<file path="src/rtl/psum_adder_ctrl.sv">
// Sequencer for the column psum adder: pops all column FIFOs together, accumulates
// num_pass adder results per word and hands each word downstream via valid/ready.
module psum_adder_ctrl #(
  parameter int col     = 8,
  parameter int out_bw  = 28,
  parameter int acc_bw  = 32,
  parameter int pass_bw = 4,
  parameter int addr_bw = 4
) (
  input  logic                     clk,
  input  logic                     reset,
  input  logic                     start,
  input  logic                     mode_in,
  input  logic [pass_bw-1:0]       num_pass,
  input  logic [addr_bw-1:0]       num_out,
  input  logic [col-1:0]           fifo_valid,
  output logic                     fifo_rd,
  output logic                     reconfigure,
  input  logic signed [out_bw-1:0] adder_s,
  output logic [acc_bw-1:0]        sum_out,
  output logic [addr_bw-1:0]       sum_addr,
  output logic                     sum_valid,
  input  logic                     sum_ready,
  output logic                     busy,
  output logic                     done
);

  typedef enum logic [2:0] {
    IDLE = 3'd0,
    WAIT = 3'd1,
    READ = 3'd2,
    ACC  = 3'd3,
    OUT  = 3'd4,
    DONE = 3'd5
  } state_t;

  state_t               state_reg, state_next;
  logic [pass_bw-1:0]   pass_cnt_reg, pass_last_reg;
  logic [addr_bw-1:0]   out_cnt_reg, out_last_reg;
  logic [acc_bw-1:0]    acc_reg;
  logic                 reconfigure_reg;
  logic [acc_bw-1:0]    adder_ext;
  logic                 last_pass;
  logic                 last_word;

  assign adder_ext = {{(acc_bw-out_bw){adder_s[out_bw-1]}}, adder_s};
  assign last_pass = (pass_cnt_reg == pass_last_reg);
  assign last_word = (out_cnt_reg == out_last_reg);

  always_ff @(posedge clk or negedge reset) begin
    if (!reset) state_reg <= IDLE;
    else        state_reg <= state_next;
  end

  always_comb begin
    state_next = state_reg;
    case (state_reg)
      IDLE:    if (start)       state_next = WAIT;
      WAIT:    if (&fifo_valid) state_next = READ;
      READ:                     state_next = ACC;
      ACC:                      state_next = last_pass ? OUT : WAIT;
      OUT:     if (sum_ready)   state_next = last_word ? DONE : WAIT;
      DONE:                     state_next = IDLE;
      default:                  state_next = IDLE;
    endcase
  end

  // Counters hold "last index" values so a zero count behaves like one.
  always_ff @(posedge clk or negedge reset) begin
    if (!reset) begin
      pass_cnt_reg    <= '0;
      pass_last_reg   <= '0;
      out_cnt_reg     <= '0;
      out_last_reg    <= '0;
      acc_reg         <= '0;
      reconfigure_reg <= 1'b0;
    end else begin
      case (state_reg)
        IDLE: begin
          if (start) begin
            pass_last_reg   <= (num_pass == '0) ? '0 : num_pass - pass_bw'(1);
            out_last_reg    <= (num_out == '0) ? '0 : num_out - addr_bw'(1);
            reconfigure_reg <= mode_in;
            pass_cnt_reg    <= '0;
            out_cnt_reg     <= '0;
            acc_reg         <= '0;
          end
        end
        ACC: begin
          acc_reg <= (pass_cnt_reg == '0) ? adder_ext : acc_reg + adder_ext;
          if (!last_pass) pass_cnt_reg <= pass_cnt_reg + pass_bw'(1);
        end
        OUT: begin
          if (sum_ready && !last_word) begin
            out_cnt_reg  <= out_cnt_reg + addr_bw'(1);
            pass_cnt_reg <= '0;
          end
        end
        default: ;
      endcase
    end
  end

  assign fifo_rd     = (state_reg == READ);
  assign sum_valid   = (state_reg == OUT);
  assign done        = (state_reg == DONE);
  assign busy        = (state_reg != IDLE);
  assign sum_out     = acc_reg;
  assign sum_addr    = out_cnt_reg;
  assign reconfigure = reconfigure_reg;

endmodule

</file>
<file path="config.mk">
export PLATFORM = sky130hd
export DESIGN_NAME = psum_adder_ctrl
export DESIGN_NICKNAME = d
export VERILOG_FILES = /design/src/rtl/psum_adder_ctrl.sv
export SDC_FILE = /design/constraint.sdc
export NUM_CORES = 1
export LEC_CHECK = 0
export CORE_ASPECT_RATIO = 0.6
export CORE_MARGIN = 4
export CORE_UTILIZATION = 50
export CTS_BUF_LIST = sky130_fd_sc_hd__clkbuf_8
export CTS_CLUSTER_DIAMETER = 80
export CTS_CLUSTER_SIZE = 24
export DETAILED_ROUTE_END_ITERATION = 7
export PLACE_DENSITY_LB_ADDON = 0.12
export SLEW_MARGIN = 30
export SYNTH_ARGS = -nofsm -noshare
export SYNTH_HDL_FRONTEND = slang
export SYNTH_SLANG_ARGS = --single-unit
</file>
<file path="constraint.sdc">
create_clock -name clk -period 3.3 [get_ports clk]
set_input_delay 0.99 -clock clk [delete_from_list [all_inputs] [get_ports clk]]
set_output_delay 0.99 -clock clk [all_outputs]
set_load 0.02 [all_outputs]
</file>
==> results of run 1 <==
-- power by group --
| group | switching (mW) | internal (mW) | leakage, nW | total (mW) |
|---|---|---|---|---|
| Combinational | 2.03 | 1.92 | 2.08 | 3.95 |
| Clock | 0.260 | 0.157 | 0.0463 | 0.417 |
| Sequential | 0.298 | 0.897 | 0.665 | 1.20 |
| Total | 2.59 | 2.97 | 2.79 | 5.56 |
-- timing repair --
item                                    CTS  global route
endpoints found under the setup margin   12            13
hold buffers                              0             0
buffers inserted                          2             2
pin swaps                                20            19
resized for setup                        19            46
-- path summary, 6_finish.rpt --
| check | to | slack, ns | cells after the start |
|---|---|---|---|
| worst max-delay path | sum_out[31]$_DFFE_PN0P_ | 0.12 | 12 |
| worst min-delay path | reconfigure$_DFFE_PN0P_ | 0.49 | 2 |
| worst max register to register | sum_out[24]$_DFFE_PN0P_ | 0.59 | 11 |
| worst min register to register | reconfigure$_DFFE_PN0P_ | 0.49 | 2 |
| max in group asynchronous | sum_out[8]$_DFFE_PN0P_ | 2.04 | 2 |
| min in group asynchronous | sum_out[0]$_DFFE_PN0P_ | 0.76 | 2 |
-- cells by family after synthesis --
group	share of synthesized area
adders and majority gates	0.1073
buffers and inverters	0.03828
AOI/OAI and AO/OA	0.2686
muxes	0.01206
and+or+nand+nor	0.1800
DFF	0.3135
xor gates and xnor gates	0.08019
-- worst reg2reg max path: stages (launching register included) --
cell and delay [ns]:
dfrtp_1 0.45, ha_4 0.20, fa_2 0.35, a21o_1 0.18
a21oi_2 0.14, o21a_1 0.17, nor3_2 0.07, or3_1 0.40
a21bo_2 0.24, a41oi_2 0.15, xor2_1 0.17, o21ai_1 0.07
-- area by class of cell --
class / instances / area, um^2
clock buffers: 5 / 68.82
repair buffers: 163 / 1478
inverters: 17 / 63.81
multi-input cells: 403 / 3007
flip-flops and latches: 52 / 1301
well taps: 108 / 135.1
fillers: 587 / 1896
clock inverters: 3 / 27.53
-- per-layer routing --
metal | share of wire | up-vias | wire length (um)
li1 | - | 2113 | -
met1 | 0.48 | 2108 | 6228
met2 | 0.43 | 194 | 5629
met3 | 0.081 | 16 | 1062
met4 | 0.011 | 0 | 150
met5 | 0 | - | 0
-- placed cells by master (no fill, tap or decap), types with 4 or more instances in the layout --
cell,n
xnor2_1,27
a21oi_1,41
a22o_1,6
o21bai_1,6
clkdlybuf4s50_1,69
nand4_1,11
o31ai_1,4
clkbuf_8,5
buf_4,74
nand3_1,12
dlymetal6s2s_1,16
o21a_1,4
nand2_1,47
ha_1,17
ha_4,17
and2_1,6
inv_1,17
nor2_1,32
mux2i_1,5
o21ai_1,7
o21ai_0,49
dfrtp_1,52
a21o_1,16
a22oi_1,10
xor2_1,11
nor3_1,7
==> metrics.csv, run 1 <==
metric,value,unit
Worst-Margin Slew,0.7078,ns
worst hold slack,0.4909,ns
Total GRT Usage,0.2667,
final routed DRC violation total,0,
number of synthesized flops with an enable pin,0,
WL final,13070,um
Pleak,2.794,nW
Crit path arrival time,3.41,ns
Core ar.,0.007976,mm^2
first-pass GRT wire length,21470,um
Routed Antenna Nets,0,
hold crit path type,reg2reg,
Setup WS post-layout,0.1226,ns
crit-path max cell delay,0.29,ns
crit path from,adder_s[16],
Crit Reg-Reg Startpoint,sum_out[0]$_DFFE_PN0P_,
outcome,finished clean,
area grow syn2layout,46.52,%
Critical Path Source Type,input port,
Post-DP Area,0.005612,mm^2
fmax,314.7,MHz
CTS tree,yes,
power density cells,915.1,mW/mm^2
total CTS buffers,5,
GP Congestion,0.9577,
post-synthesis async set-or-reset flop share,1.000,
"CP delay by family, top",compound AO/OA/AOI/OAI gates,
Synth Cell Area,0.004150,mm^2
Synth top area share,0.3135,
slew margin rel.,0.5281,
initial detailed-routing violation count,340,
max-slew violations,0,
Pwr Total,5.565,mW
top post-synthesis cells by count,"o21ai_0, dfrtp_1, nand2_1",
post-route cell area,0.006081,mm^2
share of post-route cells with drive strength above 1,0.2084,
syn nets,576,
synth top area cells,"dfrtp_1, ha_1, o21ai_0",
Synth Instances,492,
CTS HTree Levels,2,
data required time of the worst path,3.53,ns
WL/cell,17.40,um
initial core utilization,0.5203,
Final Hold Fails,0,
Final setup viols,0,
Clock Sinks,52,
unrepaired setup endpoints after global routing,true,
busiest metal layer after global routing,met2,
grt ovf,0,
largest net degree at the start of global routing,53,
clk root buf,clkbuf_8,
met1 Use GR,0.3873,
CTS max path bufs,2,
sequential area share after synthesis,0.3135,
skew final,0.01203,ns
ANT cells,0,
initial antenna violation count,0,
"most used cell, CP",nand4_1,
Row Count,25,
ys flop type,dfrtp_1,
"Reg clk slew, reported paths",0.11,ns
HP Start,reconfigure$_DFFE_PN0P_,
Nets,726,
fin crit share,0.9628,
die width,125.6,um
Peak VDD IR,0.0004419,V
Setup crit end kind,flop,
Final HPWL DP,9761,um
Yosys reg bits,52,
GR Util met3,0.06050,
number of global-route vias before repair,4274,
worst setup path class,in2reg,
Via Count,4431,
Ports,90,
Yosys top cell by area,dfrtp_1,
IO Port Bufs,89,
Unique masters post-synth,63,
mean post-synth cell area,8.435,um^2
critical-path cell list,dlygate4sd2_1 -> ha_4 -> buf_4 -> nand4_1 -> nor3_4 -> nand4_1 -> a31oi_2 -> o2111ai_1 -> a32oi_1 -> xnor2_1 -> nand3b_4 -> a32o_1,
Final Non-Filler Cells,751,
max-cap viol count,0,
drt via density,5.900,
die footprint,0.009870,mm^2
Tmin final,3.177,ns
Crit Path Max Fanout,2,
Vert. Die Dim,78.57,um
Inst Count DP,739,
CP bufs+invs,2,
Synth warnings,0,
slowest CP cell,a31oi_2,
worst-skew pair later-pin latency,0.33,ns
Setup TNS,0,ns
worst slack at placement,-0.5256,ns
number of iterations in the first detailed-routing pass,7,
met2 Use GR,0.4104,
final design utilization,0.7624,
most numerous cell in the Yosys netlist,o21ai_0,
max reg flops,32,
Note: power is estimated with default switching activity, not from simulation.
==> run 2, diff against run 1 <==
SLEW_MARGIN = 5   (was 30)
==> results of run 2 <==
No change in the layout: final DEF, timing and power equal those of run 1.
